**config.mk**
```make
export PLATFORM = sky130hd
export DESIGN_NAME = button_event_decoder
export DESIGN_NICKNAME = d
export VERILOG_FILES = /design/src/rtl/button_event_decoder.sv
export SDC_FILE = /design/constraint.sdc
export NUM_CORES = 1
export LEC_CHECK = 0
export ABC_AREA = 1
export CELL_PAD_IN_SITES_DETAIL_PLACEMENT = 1
export CELL_PAD_IN_SITES_GLOBAL_PLACEMENT = 1
export CORE_MARGIN = 4
export CORE_UTILIZATION = 25
export DETAILED_ROUTE_END_ITERATION = 12
export GPL_TIMING_DRIVEN = 1
export PLACE_DENSITY = 0.47
export SLEW_MARGIN = 20
export SYNTH_ARGS = -nofsm -noshare
export SYNTH_HDL_FRONTEND = slang
export SYNTH_SLANG_ARGS = --single-unit
```
**constraint.sdc**
```tcl
create_clock -name clk -period 1.4 [get_ports clk]
set_input_delay 0.35 -clock clk [delete_from_list [all_inputs] [get_ports clk]]
set_output_delay 0.35 -clock clk [all_outputs]
set_load 0.01 [all_outputs]
```
**src/rtl/button_event_decoder.sv**
```systemverilog
// button_event_decoder: synchronise/debounce buttons, classify on/off presses, decode left/right gestures.
// Define BTN_DEC_LONG_PRESS_EN to build long-press detection on the on/off button.
module button_event_decoder #(
  parameter int DEBOUNCE_CYCLES   = 2_000_000,
  parameter int LONG_PRESS_CYCLES = 300_000_000,
  parameter int GESTURE_WINDOW    = 500_000_000
) (
  input  logic       clk,
  input  logic       reset,
  input  logic       left_btn,
  input  logic       right_btn,
  input  logic       on_off_btn,
  output logic       left_level,
  output logic       right_level,
  output logic       on_off_level,
  output logic       on_off_short,
  output logic       on_off_long,
  output logic       gesture_on,
  output logic       gesture_off,
  output logic [1:0] gesture_state
);
  localparam int CW = $clog2(DEBOUNCE_CYCLES + 1);
  localparam logic [CW-1:0] DMAX = CW'(DEBOUNCE_CYCLES - 1);
  localparam logic [31:0] WMAX = 32'(GESTURE_WINDOW - 1);
  typedef enum logic [1:0] {IDLE = 2'b00, LEFT_ARMED = 2'b01, RIGHT_ARMED = 2'b10} state_t;
  logic [2:0] raw, s1, s2, level, level_q;
  logic lp, rp, rel, gon_n, goff_n;
  state_t state, nstate;
  logic [31:0] win, nwin;
  assign raw = {on_off_btn, right_btn, left_btn};
  always_ff @(posedge clk or negedge reset)
    if (!reset) begin
      s1 <= '0;
      s2 <= '0;
      level_q <= '0;
    end else begin
      s1 <= raw;
      s2 <= s1;
      level_q <= level;
    end
  for (genvar b = 0; b < 3; b++) begin : g_db
    logic [CW-1:0] cnt;
    logic lv;
    always_ff @(posedge clk or negedge reset)
      if (!reset) begin
        cnt <= '0;
        lv <= 1'b0;
      end else if (s2[b] == lv) cnt <= '0;
      else if (cnt == DMAX) begin
        cnt <= '0;
        lv <= ~lv;
      end else cnt <= cnt + 1'b1;
    assign level[b] = lv;
  end
  assign left_level = level[0];
  assign right_level = level[1];
  assign on_off_level = level[2];
  assign lp = level[0] & ~level_q[0];
  assign rp = level[1] & ~level_q[1];
  assign rel = ~level[2] & level_q[2];
`ifdef BTN_DEC_LONG_PRESS_EN
  localparam int HW = $clog2(LONG_PRESS_CYCLES + 1);
  localparam logic [HW-1:0] HMAX = HW'(LONG_PRESS_CYCLES);
  localparam logic [HW-1:0] HLONG = HW'(LONG_PRESS_CYCLES - 1);
  logic [HW-1:0] hold;
  logic long_seen;
  always_ff @(posedge clk or negedge reset)
    if (!reset) begin
      hold <= '0;
      long_seen <= 1'b0;
      on_off_short <= 1'b0;
      on_off_long <= 1'b0;
    end else begin
      on_off_short <= rel & ~long_seen;
      on_off_long <= level[2] & (hold == HLONG) & ~long_seen;
      if (!level[2]) begin
        hold <= '0;
        long_seen <= 1'b0;
      end else begin
        hold <= (hold == HMAX) ? hold : hold + 1'b1;
        long_seen <= long_seen | (hold == HLONG);
      end
    end
`else
  assign on_off_long = 1'b0;
  always_ff @(posedge clk or negedge reset)
    if (!reset) on_off_short <= 1'b0;
    else on_off_short <= rel;
`endif
  // A completing press is checked before re-arm and expiry so it always wins.
  always_comb begin
    nstate = state;
    nwin = win + 1'b1;
    gon_n = 1'b0;
    goff_n = 1'b0;
    case (state)
      IDLE: begin
        nwin = '0;
        nstate = (lp & ~rp) ? LEFT_ARMED : (rp & ~lp) ? RIGHT_ARMED : IDLE;
      end
      LEFT_ARMED:
        if (rp) begin
          gon_n = 1'b1;
          nstate = IDLE;
        end else if (lp) nwin = '0;
        else if (win == WMAX) nstate = IDLE;
      RIGHT_ARMED:
        if (lp) begin
          goff_n = 1'b1;
          nstate = IDLE;
        end else if (rp) nwin = '0;
        else if (win == WMAX) nstate = IDLE;
      default: nstate = IDLE;
    endcase
  end
  always_ff @(posedge clk or negedge reset)
    if (!reset) begin
      state <= IDLE;
      win <= '0;
      gesture_on <= 1'b0;
      gesture_off <= 1'b0;
    end else begin
      state <= nstate;
      win <= nwin;
      gesture_on <= gon_n;
      gesture_off <= goff_n;
    end
  assign gesture_state = state;
endmodule
```
==> results.md, run 1 <==
- CP Launch Type: flop
- Worst-skew pair later-pin latency: 0.37 ns
- Initial antenna violation count: 0
- RSZ-0062 raised after global routing: true
- Non-Filler Instances: 1333
- Total grt overflow: 0
- Main area contributors after synthesis: dfrtp_1 46%, nand2_1 11%, nor2_1 11%
- Most frequent CP cell: nand3_4
- PortBufs: 12
- Rows: 56
- CP startpoint: g_db[1].cnt[0]$_DFF_PN0_
- Die area: 26700 sq um
- Max-Cap Viols: 0
- H-tree depth: 3
- Tightest Pin Transition: 0.503 ns
- Status: finished, violations left
- R2R cell count: 10
- Yosys reg bits: 112
- Reg2Reg Capture Point: g_db[1].cnt[5]$_DFF_PN0_
- Post-route ant nets: 0
- Share of flip-flops with an asynchronous set or reset: 1.00
- Die X-Extent: 163 microns
- Max Slew Vio Count: 0
- Static Leak: 4.05 nW
- Clock root buffer: clkbuf_16
- Synth Flop Type: dfrtp_1
- Tot Pwr: 6.24 mW
- Post-layout min period: ~1.5 ns
- Hold WC Path Type: input pin to async pin
- WP data arrival: roughly 1.8 ns
- Synth cell count leaders: 176 x nand2_1, 175 x nor2_1, 112 x dfrtp_1
- Via-to-Cell Ratio: 4.45
- Crit Path Category: flop to flop
- DPL Wire Length: 14100 microns
- Layout Nets: 1018
- Syn_nets: 812
- Post-synth EDFFs: 0
- Area delta synth->final: 57.6%
- Die H: around 160 microns
- Global placer's final weighted congestion: 0.811
- CP peak stage delay: 0.36 ns
- Dpl cells: ~1300
- Mapped cell area: 6040 sq um
- Pre-CTS setup slack: -0.194 ns
- Setup slack, reg-to-reg: -0.11 ns
- CTS Buf Count: 9
- First-pass GRT wire length: about 33000 microns
- Critical-path cell list: buf_6, ha_4, nand3_4, inv_4, nand2_4, nor2_4, nand3_4, nand2_8, buf_12, nor2_2
- CP Buf/Inv Count: 3
- Share of the synthesized area in the top cell type: 0.464
- Wire length per cell: 15.1 microns
- Critical path peak fanout: 7
- Worst hold margin: 0.0136 ns
- DR vias: 5932
- Fmax: 662 MHz
- Clk_skew: 0.0172 ns
- Initial Util: 0.256
- Drt pass-1 iters: 4
- Worst-path clk slew: roughly 0.09 ns
- Cell variety after synth: 30
- Clock Tree Buf Depth: 2
- Failing checks: setup timing
- Final worst slack: -0.110 ns
- Register area share after synthesis: 0.464
- Worst path depth: 10
- N_diodes: 0
- Most frequent cell after synthesis: nand2_1
- Ys Warns: 0
- WP data required: between 1.5 and 2 ns
- Hold Vio Cnt, Final: 0
- Worst setup EP type: flop
- Io pins: 14
- Crit-path slowest cell: dfrtp_1
- Synthesized area per cell: 7.52 sq um
- Routed wire length: ~20000 microns
- Largest net degree at the start of global routing: 87
- Starting DRC count in detailed routing: 164
- CTS tree: yes
- CORE AREA: 23600 sq um
- Vias in the first global route: 6507
- R2R Path Start: g_db[1].cnt[0]$_DFF_PN0_
- Area post-placement: around 7700 sq um
- Crit share post-route: 1.08
- Post-route DRC: 0
- Max VDD drop: 0.565 mV
- Yosys top cell by area: dfrtp_1
- Fraction of layout cells with a size suffix above 1: 0.449
- Slew HR: 0.665
- Syn Inst Count: between 800 and 900
- Setup Viol. Count Final: 70
- Cell family with most CP delay: simple AND/OR/NAND/NOR gates
- CTS sink cnt: 112
- Total GRT Usage: 0.152
- Pwr/cell area: 655 nW/um^2
- Final instance area: around 9500 sq um
-- registers in the layout, indices dropped and copies added (netlist names) --
name           cells
g_db.cnt          63
win               32
level_q            3
s1                 3
s2                 3
gesture_state      2
gesture_off        1
gesture_on         1
left_level         1
on_off_level       1
on_off_short       1
right_level        1
-- where the power goes --
group | leakage, nW | internal, mW | total [mW] | switching, mW
registers | 1.53 | 3.26 | 3.30 | 0.0360
clock network | 0.135 | 1.24 | 2.61 | 1.37
logic | 2.38 | 0.135 | 0.328 | 0.193
-- logic make-up after synthesis --
group           synth area share
compound gates            0.0518
xor+xnor                  0.0304
fa+ha+maj                0.00828
buf+inv                   0.0704
flops                      0.464
other cells             0.000621
simple gates               0.375
-- layer usage --
metal	track usage	vias up	wire (microns)
li1	-	2984	-
met1	0.200	2898	9400
met2	0.267	37	10100
met3	0.0275	13	367
met4	0.0255	0	201
met5	0	-	0
-- cell type report --
class / count / area [sq um]
flip-flops and latches: 112 / 2810
clock inverters: 6 / 50.0
repair buffers: 199 / 1760
clock buffers: 10 / 229
fillers: 2827 / 14100
well taps: 319 / 399
multi-input cells: 582 / 3830
repair inverters: 1 / 16.3
inverters: 104 / 425
-- placed cells by master (no fill, tap or decap), types with 9 or more instances in the layout --
cell type / Yosys / routed
nand2_4: 0 / 12
xnor2_1: 9 / 9
nand2_2: 6 / 37
nand4_1: 29 / 29
nand3_4: 0 / 11
nand3_1: 40 / 20
a21oi_2: 0 / 11
a21oi_1: 30 / 19
nor2_1: 175 / 107
nor2_4: 6 / 36
nand2_1: 176 / 132
dfrtp_1: 112 / 106
inv_2: 8 / 18
nor2_2: 7 / 45
nand3_2: 4 / 13
clkbuf_16: 0 / 10
inv_1: 96 / 80
nor3_2: 3 / 21
buf_6: 0 / 32
nor3_4: 5 / 11
buf_4: 4 / 148
xor2_1: 12 / 10
-- worst reg2reg max path, delay by kind of cell, from the launching register on --
kind / cells / cell delay (ns)
buf+inv: 3 / 0.34
simple gates: 6 / 0.57
fa+ha+maj: 1 / 0.14
flops: 1 / 0.36
-- worst max path at each step --
stage               slack (ns)                       end
floorplan                -0.02         win[24]$_DFF_PN0_
global placement         -0.14         win[23]$_DFF_PN0_
detailed placement       -0.19         win[14]$_DFF_PN0_
CTS                      -0.14  g_db[1].cnt[5]$_DFF_PN0_
global route             -0.21         win[25]$_DFF_PN0_
finish                   -0.11  g_db[1].cnt[5]$_DFF_PN0_
-- through the flow --
stage	TNS (ns)	util
6_report	-3.58	0.403
5_1_grt	-11.84	0.403
4_1_cts	-4.89	0.374
3_5_place_dp	-8.46	0.324
3_3_place_gp	-5.04	0.324
2_1_floorplan	-0.0207	-
-- repair_timing --
item	in CTS	in global routing
cloned	2	2
buffers inserted	27	18
endpoints found under the setup margin	90	100
endpoints found under the hold margin	0	0
hold buffers	0	0
pin swaps	69	62
gates resized for setup	206	157
No activity file was read; power rests on OpenSTA's default activity.
==> inputs of run 2 (changes only) <==
- DONT_BUFFER_PORTS: unset -> 1
- PLACE_DENSITY: 0.47 -> 0.44
- clock period: 1.4 -> 1.6 ns (I/O delays scaled with it)
==> results.md, run 2 (synthesis results as in run 1) <==
- Flop pwr share: 0.540
- Max Slew Vio Count: 0
- Largest register FFs: 63
- Routing usage on met1: 0.179
- Worst hold margin: -0.273 ns
- CP Buf/Inv Count: 2
- Max VDD drop: 0.492 mV
- Busiest grt layer: met2
- Post-layout min period: 1.53 ns
- Final instance area: 7390 sq um
- PortBufs: 0
- Total Neg Setup Slack: 0 ns
- Critical path peak fanout: 4
- Area post-placement: approximately 7000 sq um
- Post-route DRC: 0
- Setup Viol. Count Final: 0
- CP peak stage delay: 0.35 ns
- Die X-Extent: around 160 microns
- Layout Nets: between 800 and 900
- Clock Power Share: 0.439
- Tot Pwr: 5.32 mW
- Filler cells: 2900
- Crit-path slowest cell: dfrtp_1
- Failing checks: hold timing
- Clock Tree Buf Depth: 2
- Fraction of layout cells with a size suffix above 1: 0.183
- RSZ-0062 raised after global routing: true
- H-tree depth: 3
- CP Launch Type: flop
- P_sw: between 1 and 1.5 mW
- Clock root buffer: clkbuf_16
- Met3 Track Usage GR: 0.0227
- Worst-path clk slew: 0.08 ns
- Max-Cap Viols: 0
- CTS sink cnt: ~110
- Dpl cells: 1168
- Sw frac: 0.241
- CTS Buf Count: 9
- Crit share post-route: 0.959
- Non-Filler Instances: ~1200
- WP data arrival: approximately 1.8 ns
- Power share of the combinational group: 0.021
- First-pass GRT wire length: between 20000 and 30000 microns
- Largest net degree at the start of global routing: 113
- Die H: roughly 160 microns
- Io pins: 14
- Global placer's final weighted congestion: 0.794
- Initial antenna violation count: 0
- Largest reg by FF count: g_db.cnt
- DR vias: 5361
- Rows: 56
- Crit Path Category: flop to flop
- Most common cell after layout, fill and taps aside: nand2_1
- Hold WC Path Type: input pin to async pin
- DPL Wire Length: around 13000 microns
- Status: finished, violations left
- Top flop regs: g_db.cnt x63, win x32
- Via-to-Cell Ratio: ~4.5
- Hold Vio Cnt, Final: 112
- Starting DRC count in detailed routing: 206
- Most frequent cells in the layout: 171 x nand2_1, 158 x nor2_1, 107 x dfrtp_1
- Post-route ant nets: 0
- Vias in the first global route: 5822
- Routed wire length: 17400 microns
- Pwr/cell area: just over 700 nW/um^2
- Die area: 26700 sq um
- Static Leak: 3.12 nW
- Clk_skew: 0.0120 ns
- Area delta synth->final: 22.3%
- Fmax: 652 MHz
- CORE AREA: approximately 24000 sq um
- N_diodes: 0
- Sequential cell area: ~2800 sq um
- Drt pass-1 iters: 4
- WP data required: 1.86 ns
- Multi-input gate area: 3000 sq um
- Wire length per cell: between 10 and 15 microns
- Met2 global-route usage: 0.236
- Worst-skew pair later-pin latency: 0.36 ns
- Cell family with most CP delay: simple AND/OR/NAND/NOR gates
- Initial Util: 0.256
- CTS tree: yes
- Critical-path cell list: buf_4, ha_4, nand3_4, inv_4, nand2_4, nor2_4, nand2_4, nor2_4, nand2_1, nor2_1, nor2_1
- Internal power: 4.04 mW
- Total grt overflow: 0
- Worst setup EP type: flop
- Total GRT Usage: 0.137
==> run 2: cell count changes in the layout (fill, tap and decap cells not counted), sizes merged, moves of 2 or more <==
cell           delta
buf             -128
clkbuf            -2
clkdlybuf4s15     -2
clkdlybuf4s50     -3
clkinv            -2
dlygate4sd2       -2
==> run 2: power groups by stage <==
stage | clock [mW] | sequential, mW | combinational [mW]
finish | 2.33 | 2.87 | 0.113
global route | 2.55 | 2.88 | 0.130
CTS | 2.47 | 2.87 | 0.108
detailed placement | 0 | 2.93 | 0.107
global placement | 0 | 2.93 | 0.105
floorplan | 0 | 2.93 | 0.0645
==> run 2: worst paths after layout <==
check | to | slack [ns] | start | cells after the start
min reg2reg | s2[0]$_DFF_PN0_ | 0.36 | s1[0]$_DFF_PN0_ | 0
max in group asynchronous | win[9]$_DFF_PN0_ | 1.62 | reset | 0
max | win[24]$_DFF_PN0_ | 0.07 | win[0]$_DFF_PN0_ | 11
min | win[19]$_DFF_PN0_ | -0.27 | reset | 0
max reg2reg | win[24]$_DFF_PN0_ | 0.07 | win[0]$_DFF_PN0_ | 11
min in group clk | s1[0]$_DFF_PN0_ | 0.06 | left_btn | 0
==> run 2: area by class of cell <==
cell class,instances,share of cell area
Multi-Input combinational cell,582,0.406
Sequential cell,112,0.380
Timing Repair Buffer,62,0.0657
Tap cell,319,0.0540
Inverter,104,0.0539
Clock buffer,10,0.0324
Clock inverter,6,0.00796
==> run 2: stage by stage <==
step,utilization,worst slack (ns),hold WS [ns]
3_3_place_gp,0.288,0.0390,0.109
5_1_grt,0.313,-0.0723,-0.293
3_5_place_dp,0.288,-0.0291,0.110
2_1_floorplan,-,0.164,0.104
4_1_cts,0.302,0.00260,-0.291
6_report,0.313,0.0663,-0.273
==> run 2: layer usage <==
metal  part of all wire  wire length, microns
met3              0.016                   275
met1               0.48                  8350
met5                  0                     0
met4              0.015                   256
met2               0.49                  8520
==> run 2: timing repair <==
item	4_1_cts	5_1_grt
endpoints found under the hold margin	112	112
pin swaps	0	20
buffers inserted	1	10
resized for setup	4	60
setup endpoints to repair	17	71
